[config.mk]
export PLATFORM = sky130hd
export DESIGN_NAME = fifobuff_param
export DESIGN_NICKNAME = d
export VERILOG_FILES = /design/src/rtl/fifo_pkg.sv /design/src/rtl/fifo_ptr_ctrl.sv /design/src/rtl/fifobuff_param.sv
export SDC_FILE = /design/constraint.sdc
export NUM_CORES = 1
export LEC_CHECK = 0
export ABC_AREA = 1
export CAP_MARGIN = 20
export CORE_MARGIN = 2
export CORE_UTILIZATION = 55
export CTS_BUF_LIST = sky130_fd_sc_hd__clkbuf_16
export CTS_CLUSTER_SIZE = 12
export DETAILED_ROUTE_END_ITERATION = 7
export HOLD_SLACK_MARGIN = 0.03
export PLACE_DENSITY = 0.78
export SETUP_SLACK_MARGIN = 0.3
export SLEW_MARGIN = 20
export SYNTH_ARGS = -nofsm -noshare
export SYNTH_HDL_FRONTEND = slang
export SYNTH_SLANG_ARGS = --single-unit
[constraint.sdc]
create_clock -name clk -period 2.1 [get_ports clk]
set_clock_uncertainty 0.05 [all_clocks]
set_input_delay 0.42 -clock clk [delete_from_list [all_inputs] [get_ports clk]]
set_output_delay 0.42 -clock clk [all_outputs]
set_load 0.01 [all_outputs]
[src/rtl/fifo_pkg.sv]
// Shared types and helpers for the parametrised FIFO and its consumers.
package fifo_pkg;

   typedef struct packed {
      logic full;
      logic empty;
      logic almost_full;
      logic almost_empty;
      logic overflow;
      logic underflow;
   } fifo_status_t;

   // Bits needed to hold an occupancy of 0..depth inclusive.
   function automatic int unsigned clog2_cnt(input int unsigned depth);
      return $clog2(depth + 1);
   endfunction

endpackage

[src/rtl/fifo_ptr_ctrl.sv]
// Accept logic, wrapping pointers, occupancy count and registered status flags.
module fifo_ptr_ctrl
   import fifo_pkg::*;
#(
   parameter int unsigned DEPTH  = 8,
   parameter int unsigned AF_LVL = 6,
   parameter int unsigned AE_LVL = 1,
   localparam int unsigned PTR_W = $clog2(DEPTH),
   localparam int unsigned CNT_W = clog2_cnt(DEPTH)
) (
   input  logic             clk,
   input  logic             rst,
   input  logic             flush,
   input  logic             write,
   input  logic             read,
   output logic [PTR_W-1:0] wr_ptr,
   output logic [PTR_W-1:0] rd_ptr,
   output logic [CNT_W-1:0] count,
   output fifo_status_t     status,
   output logic             wr_acc_c
);

   localparam fifo_status_t STATUS_RST = '{full: 1'b0, empty: 1'b1, almost_full: 1'b0,
                                           almost_empty: 1'b1, overflow: 1'b0, underflow: 1'b0};

   logic             rd_acc_c;
   logic [CNT_W-1:0] count_nxt;

   // Explicit wrap so non-power-of-two depths work.
   function automatic logic [PTR_W-1:0] ptr_inc(input logic [PTR_W-1:0] p);
      return (p == PTR_W'(DEPTH - 1)) ? '0 : p + PTR_W'(1);
   endfunction

   always_comb begin
      rd_acc_c  = 1'b0;
      wr_acc_c  = 1'b0;
      count_nxt = count;
      if (!rst && !flush) begin
         rd_acc_c = read & ~status.empty;
         wr_acc_c = write & (~status.full | rd_acc_c);
      end
      if (wr_acc_c && !rd_acc_c) begin
         count_nxt = count + CNT_W'(1);
      end else if (!wr_acc_c && rd_acc_c) begin
         count_nxt = count - CNT_W'(1);
      end
   end

   always_ff @(posedge clk) begin
      if (rst || flush) begin
         wr_ptr <= '0;
         rd_ptr <= '0;
         count  <= '0;
         status <= STATUS_RST;
      end else begin
         if (wr_acc_c) wr_ptr <= ptr_inc(wr_ptr);
         if (rd_acc_c) rd_ptr <= ptr_inc(rd_ptr);
         count               <= count_nxt;
         status.full         <= (count_nxt == CNT_W'(DEPTH));
         status.empty        <= (count_nxt == '0);
         status.almost_full  <= (count_nxt >= CNT_W'(AF_LVL));
         status.almost_empty <= (count_nxt <= CNT_W'(AE_LVL));
         status.overflow     <= status.overflow | (write & ~wr_acc_c);
         status.underflow    <= status.underflow | (read & ~rd_acc_c);
      end
   end

endmodule

[src/rtl/fifobuff_param.sv]
// Parametrised synchronous FIFO: storage array plus FWFT or registered read port.
module fifobuff_param
   import fifo_pkg::*;
#(
   parameter int unsigned DATA_W = 3,
   parameter int unsigned DEPTH  = 8,
   parameter int unsigned AF_LVL = 6,
   parameter int unsigned AE_LVL = 1,
   parameter int unsigned FWFT   = 1,
   localparam int unsigned PTR_W = $clog2(DEPTH),
   localparam int unsigned CNT_W = clog2_cnt(DEPTH)
) (
   input  logic              clk,
   input  logic              rst,
   input  logic              flush,
   input  logic              write,
   input  logic [DATA_W-1:0] wr_data,
   input  logic              read,
   output logic [DATA_W-1:0] rd_data,
   output logic              rd_valid,
   output logic              full,
   output logic              empty,
   output logic              almost_full,
   output logic              almost_empty,
   output logic [CNT_W-1:0]  count,
   output logic              overflow,
   output logic              underflow
);

   if (!(AE_LVL < AF_LVL && AF_LVL <= DEPTH && DEPTH >= 2)) begin : g_param_err
      $error("fifobuff_param: need AE_LVL < AF_LVL <= DEPTH and DEPTH >= 2");
   end

   logic [DATA_W-1:0] mem [DEPTH];
   logic [PTR_W-1:0]  wr_ptr;
   logic [PTR_W-1:0]  rd_ptr;
   fifo_status_t      status;
   logic              wr_acc_c;

   fifo_ptr_ctrl #(
      .DEPTH  (DEPTH),
      .AF_LVL (AF_LVL),
      .AE_LVL (AE_LVL)
   ) u_ctrl (
      .clk      (clk),
      .rst      (rst),
      .flush    (flush),
      .write    (write),
      .read     (read),
      .wr_ptr   (wr_ptr),
      .rd_ptr   (rd_ptr),
      .count    (count),
      .status   (status),
      .wr_acc_c (wr_acc_c)
   );

   // Storage is intentionally not reset.
   always_ff @(posedge clk) begin
      if (wr_acc_c) mem[wr_ptr] <= wr_data;
   end

   assign full         = status.full;
   assign empty        = status.empty;
   assign almost_full  = status.almost_full;
   assign almost_empty = status.almost_empty;
   assign overflow     = status.overflow;
   assign underflow    = status.underflow;

   if (FWFT != 0) begin : g_fwft
      // Head word shown directly; masked to zero while empty so stale storage never leaks.
      assign rd_data  = status.empty ? '0 : mem[rd_ptr];
      assign rd_valid = ~status.empty;
   end else begin : g_reg
      always_ff @(posedge clk) begin
         if (rst) begin
            rd_data  <= '0;
            rd_valid <= 1'b0;
         end else if (flush) begin
            rd_valid <= 1'b0;
         end else begin
            rd_valid <= read & ~status.empty;
            if (read && !status.empty) rd_data <= mem[rd_ptr];
         end
      end
   end

endmodule

* Yosys cells after proc, flatten, opt, wreduce, memory -nomap -nowiden
Memories as Yosys holds them, arrays and structs flattened. A register that Yosys moved wholly into a read port is not among the register bits.
Index checks and enable logic that the tools add are counted.
** Cells by class
- Add/sub/neg operators :: 4
- Multipliers :: 0
- Divide/modulo/power cells :: 0
- $lt $le $gt $ge :: 2
- Eq/ne operators :: 3
- Shift operators :: 0
- Muxes and demuxes :: 11
- Bitwise gates (word level) :: 11
- Reductions and logical operators :: 9
** Operators with widths (count)
- $mux W3 :: 5
- $mux W4 :: 2
- $add A3 B1 Y3 const B :: 2
- $eq A3 B3 Y1 const B :: 2
- $add A4 B1 Y4 const B :: 1
- $and A1 B1 Y1 :: 4
- $eq A4 B4 Y1 const B :: 1
- $ge A4 B3 Y1 const B :: 1
- $le A4 B1 Y1 const B :: 1
- $logic_not A1 Y1 :: 4
- $logic_not A4 Y1 :: 1
- $mux W1 :: 4
- $not A1 Y1 :: 4
- $sub A4 B1 Y4 const B :: 1
- $logic_and A1 B1 Y1 :: 3
- $or A1 B1 Y1 :: 3
- $logic_or A1 B1 Y1 :: 1
** Word-level totals
- Register bits :: 16
- Bits in latches :: 0
- Memory bits (writable) :: 24
- ROM bits :: 0
- Memories :: 1
** Memories
- mem :: depth 8, bits a word 3, rd ports 1, clocked after Yosys merged registers in 1, wr ports 1, RTL line fifobuff_param.sv:34 : logic [DATA_W-1:0] mem [DEPTH];

* Longest topological paths before layout
Gate-level depths: netlist (run 1).
- Depth after elaboration :: 10
- Mapped depth :: 12

* Cells and area by module
From an unflattened synthesis (run 1), not the netlist that was laid out.
** Unflattened totals
- Cell total of the unflattened synthesis :: 245
- Area, all modules :: 2060.7 µm²
** Modules (own cells, without submodules)
- fifobuff_param :: times used 1, cells each 121, area an instance 1114.8 µm², seq. area each 720.7 µm²
- fifo_ptr_ctrl :: times used 1, cells each 124, area an instance 945.9 µm², seq. area each 320.3 µm²

* Worst setup path after synthesis (run 1)
Ideal clock, no wire load.
- Kind :: reg2out
- From :: register (tool-made name)
- To :: output port rd_data[1]
- Arrival :: 1.094 ns
- Required time :: 1.630 ns
- Setup slack :: 0.535 ns
- Cell stages (with the launch flop) :: 7
- Path buffers :: 1
- Cells stage by stage :: dfxtp_1 > inv_1 > clkbuf_1 > o21ai_0 > o21ai_1 > o21ai_0 > a31oi_1
** RTL lines
- end: declaration :: RTL line fifobuff_param.sv:19 : output logic [DATA_W-1:0] rd_data,

==> results of run 1 <==
-- how the worst max path moves through the flow --
stage | end | cells past startpoint
after floorplan | rd_data[1] | 6
after global placement | rd_data[2] | 6
after detailed placement | rd_data[1] | 6
after CTS | rd_data[2] | 7
after global routing | rd_data[2] | 7
final | rd_data[1] | 5
-- timing repair --
item / 4_1_cts / 5_1_grt
pin swaps: 1 / 2
gates resized for setup: 25 / 9
endpoints found under the setup margin: 4 / 20
-- cells by family (layout without fill, tap and decap cells) --
kind of cell               count (synthesis)  count (layout)  synth area share, %
AOI/OAI and AO/OA                         33              33                 9.36
xor gates and xnor gates                   2               2                0.904
adders and majority gates                  6               6                 3.87
buffers and inverters                     30              63                 5.94
DFF                                       43              43                 56.8
and+or+nand+nor                           94              94                 23.1
-- cells in the mapped netlist --
cell	instances	area share, %
buf_2	2	0.52
inv_2	6	1.2
o211a_1	2	1.0
nor2_1	40	7.7
o21ai_0	21	5.4
nand4_1	1	0.32
xor2_1	2	0.90
nand4_4	1	1.1
nand2_2	4	1.3
nand2_4	1	0.58
nor2_2	3	0.97
ha_1	6	3.9
edfxtp_1	24	37
a21oi_1	2	0.52
nand3_1	7	1.8
inv_1	19	3.7
nand3_4	1	0.90
nor2_4	2	1.2
dfxtp_1	19	20
clkinv_1	1	0.19
clkbuf_1	2	0.39
a22oi_1	1	0.39
nand2_1	32	6.2
a31oi_1	3	0.97
nand3_2	2	1.0
o21ai_1	4	1.0
-- where the power goes --
part | switching, mW | internal, mW | leakage (nW)
clock network | 0.299 | 0.554 | 0.0812
registers | 0.00705 | 0.896 | 0.372
logic | 0.0619 | 0.0460 | 0.580
-- per-stage QoR --
| stage | setup WS (ps) | power [mW] | instance area (um^2) |
|---|---|---|---|
| after floorplan | 536 | 0.975 | 1940 |
| after detailed placement | 14.9 | 1.03 | 2250 |
| after CTS | 284 | 1.87 | 2410 |
| after global routing | 159 | 1.93 | 2430 |
| after global placement | 37.8 | 1.03 | 2250 |
| final | 277 | 1.86 | 2430 |
-- registers in the layout, summed over array words and instances (netlist names), named ones only --
| name | cells |
|---|---|
| u_ctrl.rd_ptr | 3 |
| u_ctrl.status | 6 |
| mem | 24 |
| u_ctrl.count | 4 |
| u_ctrl.wr_ptr | 3 |
-- critical path, stage by stage (launching register included) --
cell and delay, ps:
dfxtp_4 400, inv_2 80, buf_4 160, o21ai_0 180, a31oi_1 110, buf_2 150
-- per-layer routing --
metal	track usage, %	wire, um	vias to the layer above
met3	6.25	219	9
met2	31.1	1670	40
met1	28.5	1790	665
met4	9.24	79	0
met5	0	0	-
li1	-	-	747
-- area by class of cell --
class / count / share of cell area, %
clock buffer: 5 / 5.15
timing repair buffer: 29 / 10.9
sequential: 43 / 45.6
tap: 46 / 2.37
inverter: 26 / 4.02
multi-input combinational: 135 / 30.3
clock inverter: 3 / 1.60
==> key figures, run 1 <==
Die
  • Die boundary width: 63.4 um
  • Number of placement rows: 21
  • Core Footprint: 3360 um^2
  • Die Ht: 63.4 um
  • Number of top-level pins: 22
  • Die Outline Area: 4010 um^2
  • Initial Util: 57.6%

Drt
  • Per-cell via count in the routed design: 5.09
  • Remaining number of nets flagged by the antenna check after routing: 0
  • DRC errors left: 0
  • Drt first pass iters: 4
  • WL/cell: 13.1 um
  • Detailed-route wire length: 3760 um
  • Detailed router's first-iteration violation count: 94
  • Via Count: 1,461

Min path
  • Min-delay worst type: reg -> reg
  • Endpoint with the worst hold slack: u_ctrl.status[0]
  • Origin of the worst min-delay path: u_ctrl.status[0]
  • Cell count of the worst hold path: 2

Pwr
  • Pleak: 1.03 nW
  • Total power divided by cell area: 767 nW/um^2
  • Maximum ir drop on the vdd rail: 0.735 mV

Worst setup path
  • Data arrival time at the worst-slack endpoint: 1350 ps
  • Worst Reg2Reg Path Length in Cells: 12
  • WS Path Type: reg -> out
  • Worst path required time: 1630 ps
  • Reg-to-reg startpoint: u_ctrl.count[0]
  • Largest fanout on the critical path: 8
  • Register-to-Register Setup Slack: 610 ps
  • Critical R2R Capture: u_ctrl.status[4]
  • Critical Path Start Type: flop
  • Critical Path Sink Type: primary output

Timing
  • Hold violation count in the final report: 0
  • Post-route minimum period: 1820 ps
  • Max Fclk: 549 MHz
  • Final count of pins violating max slew: 0
  • Final setup vio count: 0
  • Setup repair after global routing missed its margin: yes
  • Final Cycle Share: 86.8%
  • TNS Setup: 0 ps
  • Transition time of the tightest slew-check pin: 381 ps
  • Minimum hold slack: 445 ps
  • Rel. slew slack: 74.5%

Global routing
  • Congestion Overflow GR: 0
  • Maximum number of pins on one net before global-route repair: 14
  • Number of global-route vias before repair: 1,437
  • Number of antenna violations at the first check in global routing: 0
  • Wire length of the first global-routing pass: 6380 um
  • Overall track demand over capacity in global routing: 21.0%

Final layout
  • Count of antenna diodes in the layout: 0
  • Most used cells in the layout excluding fill and tap cells: 34 x nor2_1, 32 x nand2_1, 24 x edfxtp_1
  • # nets final: 254
  • Filler cell count: 257
  • Fraction of final layout cells with drive strength greater than 1: 19.9%
  • Finished Layout Cells: 287
  • Register area: 1110 um^2
  • Area taken by multi-input logic gates: 737 um^2
  • Most frequent standard cell in the layout excluding fill and tap cells: nor2_1
  • Area added between synthesis and finish: 25.3%
  • Utilization after layout: 72.2%

Yosys
  • Part of the Yosys area used for sequential elements: 56.8%
  • Average instance area after synthesis: 9.32 um^2
  • Number of warnings issued by yosys: 0
  • Number of synthesized register bits: 43
  • Nets in the synthesized netlist: 222
  • Yosys cell types: 26
  • Post-synth design cell area: 1940 um^2
  • Cell count after synthesis: 208

Clock network
  • Clock insertion delay at the later pin of the skew report: 280 ps
  • Clock transition at path regs: 60 ps
  • Clock buffers created by TritonCTS: 5
  • # hold bufs at CTS: 0
  • H-tree Lvls: 2
  • Clock tree from TritonCTS: yes
  • Buffer count from post-CTS setup fixing: 0
  • CTS Root Buffer Type: clkbuf_16
  • Total clock sinks: 43
  • CTS Buffer Depth: 2

Outcome
  • Result of the run: finished, final reports clean

Placed design
  • Number of input and output port buffers inserted: 21
  • HPWL reported at the end of detailed placement: 2770 um
  • GPL Wtd Cong: 0.812
  • Number of placed instances with taps included: 279

Run
  • Max-Cap Viols: 0
Power figures use the tool's default switching activity.
==> run 2, diff against run 1 <==
- clock period: 2.1 -> 1.9 ns (I/O delays scaled with it)
==> run 2 against run 1 <==
  * Cell area up 3.5%
  * Sequential share of layout area down 1.3 points
  * Via count up 3.2%
  * Critical path depth up 1
  * Largest cell class unchanged
  * Global-route usage up 1.3 points
  * Highest routed layer unchanged
  * Total power up 3.7%
  * Core utilization up 2.5 points
  * Critical path type unchanged
==> key figures, run 2 (synthesis gave the netlist of run 1 again) <==
Placed design
  • Number of placed instances with taps included: 286 (+2.5%)
  • GPL Wtd Cong: 0.897 (+11%)
  • HPWL reported at the end of detailed placement: 2780 um (+0.25%)
  • Placed cell area: 2300 um^2 (+2.3%)
  • Number of input and output port buffers inserted: 21 (unchanged)
  • Post-place setup slack: -111 ps (-126 ps)

Clock network
  • Buffer count from post-CTS setup fixing: 0 (unchanged)
  • CTS Root Buffer Type: clkbuf_16
  • H-tree Lvls: 2 (unchanged)
  • Clock tree from TritonCTS: yes
  • CTS Buffer Depth: 2 (unchanged)
  • # hold bufs at CTS: 0 (unchanged)
  • Clock transition at path regs: 60 ps (about the same)
  • Clock buffers created by TritonCTS: 5 (unchanged)
  • Total clock sinks: 43 (unchanged)
  • Clock insertion delay at the later pin of the skew report: 280 ps (about the same)

Die
  • Die Ht: 63.4 um (unchanged)
  • Die boundary width: 63.4 um (unchanged)
  • Number of placement rows: 21 (unchanged)
  • Die Outline Area: 4010 um^2 (unchanged)
  • Initial Util: 57.6% (unchanged)
  • Core Footprint: 3360 um^2 (unchanged)
  • Number of top-level pins: 22 (unchanged)

Global routing
  • Overall track demand over capacity in global routing: 22.2% (+1.3 points)
  • Congestion Overflow GR: 0 (unchanged)
  • Maximum number of pins on one net before global-route repair: 14 (unchanged)
  • Number of global-route vias before repair: 1,473 (+2.5%)
  • Number of antenna violations at the first check in global routing: 0 (unchanged)
  • Wire length of the first global-routing pass: 6700 um (+5.1%)

Final layout
  • Fraction of final layout cells with drive strength greater than 1: 27.8% (+7.9 points)
  • Count of antenna diodes in the layout: 0 (unchanged)
  • Number of flip-flops in the largest register: 24 (unchanged)
  • Finished Layout Cells: 294 (+2.4%)
  • Largest regs: mem: 24 flops, u_ctrl.status: 6 flops, u_ctrl.count: 4 flops
  • Register name with the most flops: mem
  • Filler cell count: 277 (+7.8%)
  • Area added between synthesis and finish: 29.7%
  • Most used cells in the layout excluding fill and tap cells: 30 x nand2_1, 25 x nor2_1, 24 x edfxtp_1
  • Final design instance area without fill: 2510 um^2 (+3.5%)
  • # nets final: 261 (+2.8%)
  • Register area: 1110 um^2 (+0.45%)
  • Area taken by multi-input logic gates: 798 um^2 (+8.3%)
  • Most frequent standard cell in the layout excluding fill and tap cells: nand2_1

Pwr
  • Maximum ir drop on the vdd rail: 0.625 mV (-15%)
  • Pleak: 1.09 nW (+5.6%)
  • Total power divided by cell area: 769 nW/um^2 (+0.20%)

Worst setup path
  • Largest fanout on the critical path: 8 (unchanged)
  • WS Path Type: reg -> out
  • Critical Path Start Type: flop
  • Worst path slowest cell: dfxtp_4
  • Critical R2R Capture: mem[7][0]
  • Register-to-Register Setup Slack: 430 ps (-180 ps)
  • Data arrival time at the worst-slack endpoint: 1370 ps (+20 ps)
  • Reg-to-reg startpoint: u_ctrl.status[4]
  • Worst path required time: 1470 ps (-160 ps)
  • Worst Reg2Reg Path Length in Cells: 8 (-4)
  • Sequence of cells on the critical path: buf_8 > nor2_4 > nor2_2 > o21ai_1 > a31oi_1 > buf_2
  • Largest stage delay, worst path: 400 ps (about the same)
  • Critical Path Sink Type: primary output

Drt
  • WL/cell: 13.6 um (+3.7%)
  • Detailed router's first-iteration violation count: 158 (+68%)
  • Detailed-route wire length: 3990 um (+6.3%)
  • Remaining number of nets flagged by the antenna check after routing: 0 (unchanged)
  • Via Count: 1,508 (+3.2%)
  • Drt first pass iters: 4 (unchanged)
  • DRC errors left: 0 (unchanged)
  • Per-cell via count in the routed design: 5.13 (+0.76%)

Min path
  • Cell count of the worst hold path: 2 (unchanged)
  • Min-delay worst type: reg -> reg
  • Endpoint with the worst hold slack: u_ctrl.status[0]
  • Origin of the worst min-delay path: u_ctrl.status[0]

Outcome
  • Result of the run: finished, final reports clean

Timing
  • Final Cycle Share: 94.7%
  • Transition time of the tightest slew-check pin: 323 ps (-58.3 ps)
  • Hold violation count in the final report: 0 (unchanged)
  • Minimum hold slack: 435 ps (-10.2 ps)
  • Max Fclk: 556 MHz
  • Final setup vio count: 0 (unchanged)
  • Final count of pins violating max slew: 0 (unchanged)
  • Setup repair after global routing missed its margin: yes
  • Post-route minimum period: 1800 ps
  • Rel. slew slack: 78.4% (+3.9 points)
  • Final worst-path setup slack: 100 ps (-177 ps)

Run
  • Max-Cap Viols: 0 (unchanged)
## run 2: cell count changes in the layout (fill, tap and decap cells not counted), moves of 3 or more
cell             previous run  this run
nor2_1                     34        25
o21ai_0                    13        10
nor2_2                      9        12
nor2_4                      2         8
dlygate4sd2_1               0        11
clkdlybuf4s50_1            17         6
buf_4                       6        14
## run 2: what timing repair did
| item | CTS | global route |
|---|---|---|
| setup endpoints to repair | 39 | 25 |
| pin swaps | 6 | 8 |
| resized for setup | 44 | 26 |
| endpoints found under the hold margin | 0 | 0 |
## run 2: worst max-delay path by stage
| stage | startpoint | endpoint | slack [ps] |
|---|---|---|---|
| 2_1_floorplan | flop | rd_data[1] | 380 |
| 3_3_place_gp | flush | mem[6][2] | -60 |
| 3_5_place_dp | flush | mem[6][2] | -110 |
| 4_1_cts | mem[6][2] | rd_data[2] | 140 |
| 5_1_grt | flop | rd_data[0] | -5 |
| 6_report | flop | rd_data[0] | 100 |
## run 2: critical path, delay by kind of cell, from the launching register on
kind	cells	cell delay, ps
and+or+nand+nor	2	150
DFF	1	400
buffers and inverters	2	300
AOI/OAI and AO/OA	2	230
## run 2: layout make-up
cell class	instances	area share (%)
Clock buffer	5	4.98
Clock inverter	3	0.647
Inverter	26	3.98
Multi-Input combinational cell	135	31.8
Sequential cell	43	44.3
Tap cell	46	2.29
Timing Repair Buffer	36	12.1
## run 2: metal layers
layer	global-route usage [%]	vias to the layer above	wire length [um]
met2	34.7	40	1930
met1	29.6	693	1770
met4	9.78	0	104
met3	5.18	12	183
li1	-	763	-
met5	0	-	0
## run 2: through the flow
step | util [%] | power (mW) | setup TNS [ps]
6_report | 74.7 | 1.93 | 0
5_1_grt | 74.7 | 2.00 | -4.67
4_1_cts | 72.8 | 1.94 | 0
3_5_place_dp | 68.4 | 1.14 | -1610
3_3_place_gp | 68.4 | 1.14 | -756
2_1_floorplan | - | 1.08 | 0
## run 2: power by group
| part | internal (mW) | total (mW) | switching [mW] |
|---|---|---|---|
| sequential | 0.990 | 0.998 | 0.00882 |
| clock | 0.479 | 0.810 | 0.331 |
| combinational | 0.0528 | 0.124 | 0.0714 |
==> run 3, diff against run 2 <==
- CORE_UTILIZATION: 55 -> 49
- PLACE_DENSITY: 0.78 -> 0.74
- clock period: 1.9 -> 1.6 ns (I/O delays scaled with it)
==> run 3 against run 2 <==
  * The run now ends with negative setup slack left
  * Die area grew 11%
  * Critical path depth grew 2
  * Sequential share of layout area shrank 6.3 points
  * Sequential power grew 18%
  * Setup slack lost 310 ps
  * Combinational power grew 82%
  * Non-clock buffer count grew 18
  * Critical path type unchanged
==> key figures, run 3 (synthesis gave the netlist of run 1 again) <==
Worst setup path
  • Largest fanout on the critical path: 4 (-4)
  • Worst path slowest cell: dfxtp_4
  • Data arrival time at the worst-slack endpoint: 1440 ps (+70 ps)
  • Worst path required time: 1230 ps (-240 ps)
  • Largest stage delay, worst path: 380 ps (-20 ps)
  • WS Path Type: reg -> out
  • Sequence of cells on the critical path: buf_6 > nor2_2 > nor2_1 > o21ai_1 > o21ai_1 > o21ai_1 > a31oi_1 > buf_2
  • Worst path bufs/invs: 2 (unchanged)
  • Gate family responsible for the most delay along the worst path: flip-flops
  • Critical Path Sink Type: primary output
  • Critical Path Start Type: flop
  • Most used cell, CP: o21ai_1

Clock network
  • CTS Root Buffer Type: clkbuf_16
  • Total clock sinks: 43 (unchanged)
  • Clock transition at path regs: 60 ps (about the same)
  • H-tree Lvls: 2 (unchanged)
  • Clock buffers created by TritonCTS: 5 (unchanged)
  • Clock insertion delay at the later pin of the skew report: 280 ps (about the same)
  • Clock tree from TritonCTS: yes
  • # hold bufs at CTS: 0 (unchanged)
  • CTS Buffer Depth: 2 (unchanged)

Pwr
  • Power Total: 2.53 mW (+31%)
  • Pleak: 1.27 nW (+16%)
  • Maximum ir drop on the vdd rail: 0.610 mV (-2.4%)
  • Total power divided by cell area: 859 nW/um^2 (+12%)

Timing
  • Max Fclk: 554 MHz
  • Final setup vio count: 3 (+3)
  • Minimum hold slack: 420 ps (-14.6 ps)
  • Final worst-path setup slack: -206 ps (-307 ps)
  • Hold violation count in the final report: 0 (unchanged)
  • Setup repair after global routing missed its margin: yes
  • TNS Setup: -530 ps (-530 ps)
  • Post-route minimum period: 1810 ps
  • Transition time of the tightest slew-check pin: 323 ps (+0.158 ps)
  • Final Cycle Share: 113%
  • Final count of pins violating max slew: 0 (unchanged)
  • Rel. slew slack: 78.4% (about the same)

Drt
  • DRC errors left: 0 (unchanged)
  • WL/cell: 15.5 um (+14%)
  • Detailed-route wire length: 4870 um (+22%)
  • Per-cell via count in the routed design: 5.22 (+1.7%)
  • Remaining number of nets flagged by the antenna check after routing: 0 (unchanged)
  • Detailed router's first-iteration violation count: 159 (+0.63%)
  • Drt first pass iters: 4 (unchanged)
  • Via Count: 1,638 (+8.6%)

Global routing
  • Number of global-route vias before repair: 1,512 (+2.6%)
  • Wire length of the first global-routing pass: 7060 um (+5.4%)
  • Maximum number of pins on one net before global-route repair: 14 (unchanged)
  • Overall track demand over capacity in global routing: 22.0% (-0.25 points)
  • Number of antenna violations at the first check in global routing: 0 (unchanged)
  • Congestion Overflow GR: 0 (unchanged)

Placed design
  • Placed cell area: 2420 um^2 (+5.2%)
  • GPL Wtd Cong: 0.782 (-13%)
  • Number of input and output port buffers inserted: 21 (unchanged)
  • HPWL reported at the end of detailed placement: 2740 um (-1.3%)
  • Post-place setup slack: -293 ps (-182 ps)
  • Number of placed instances with taps included: 290 (+1.4%)

Final layout
  • Filler cell count: 239 (-14%)
  • Utilization after layout: 78.6% (+3.9 points)
  • Most frequent standard cell in the layout excluding fill and tap cells: nor2_1
  • Most used cells in the layout excluding fill and tap cells: 25 x nor2_1, 24 x edfxtp_1, 20 x nand2_1
  • Number of flip-flops in the largest register: 24 (unchanged)
  • Finished Layout Cells: 314 (+6.8%)
  • Final design instance area without fill: 2940 um^2 (+17%)
  • # nets final: 279 (+6.9%)
  • Fraction of final layout cells with drive strength greater than 1: 42.9% (+15 points)
  • Register name with the most flops: mem
  • Area added between synthesis and finish: 51.8%
  • Count of antenna diodes in the layout: 0 (unchanged)
  • Largest regs: mem: 24 flops, u_ctrl.status: 6 flops, u_ctrl.count: 4 flops

Die
  • Die Ht: 66.9 um (+5.6%)
  • Core Footprint: 3740 um^2 (+11%)
  • Die boundary width: 66.9 um (+5.6%)
  • Number of placement rows: 22 (+4.8%)
  • Initial Util: 51.8% (-5.9 points)
  • Number of top-level pins: 22 (unchanged)
  • Die Outline Area: 4470 um^2 (+11%)

Outcome
  • Result of the run: complete, but fails checks
  • Violated checks: negative setup slack

Min path
  • Min-delay worst type: reg -> reg

Run
  • Max-Cap Viols: 0 (unchanged)
[run 3: final cells by class]
type                            instances  area [um^2]  area share [%]
Tap cell                               48         60.1            2.04
Clock buffer                            5          125            4.25
Sequential cell                        43         1120            38.0
Multi-Input combinational cell        135          978            33.2
Inverter                               26          118            4.00
Clock inverter                          3         38.8            1.32
Timing Repair Buffer                   54          505            17.2
[run 3: repair_timing]
action                     4_1_cts  5_1_grt
gates resized for setup         76       44
setup buffers                   12        4
setup endpoints to repair       51       47
pin swaps                       22       22
[run 3: worst reg2reg max path: stages (launching register included)]
cell	delay (ps)
dfxtp_2	340
buf_6	110
inv_6	40
buf_6	120
nand2_8	90
buf_6	120
nand4_4	140
inv_4	150
nand2_4	60
nand2_4	100
inv_4	50
nand3_2	50
nand2_1	60
[run 3: final timing paths]
kind	slack, ps	start	cells past startpoint	end
min reg2reg	420	u_ctrl.status[0]	2	u_ctrl.status[0]
max reg2reg	10	u_ctrl.status[4]	12	u_ctrl.status[4]
min	420	u_ctrl.status[0]	2	u_ctrl.status[0]
max	-210	flop	8	rd_data[1]
[run 3: routing by layer]
metal	part of all wire [%]	wire [um]	vias to the layer above	GRT usage, %
met1	39	1900	777	27.8
met5	0	0	-	0
met3	5.7	276	15	6.42
li1	-	-	797	-
met2	52	2550	49	36.4
met4	2.9	143	0	6.38
[run 3: where the power goes]
part / internal [mW] / total [mW] / switching (mW)
clock: 0.727 / 1.12 / 0.393
combinational: 0.102 / 0.226 / 0.125
sequential: 1.17 / 1.18 / 0.00922
total: 2.00 / 2.53 / 0.527
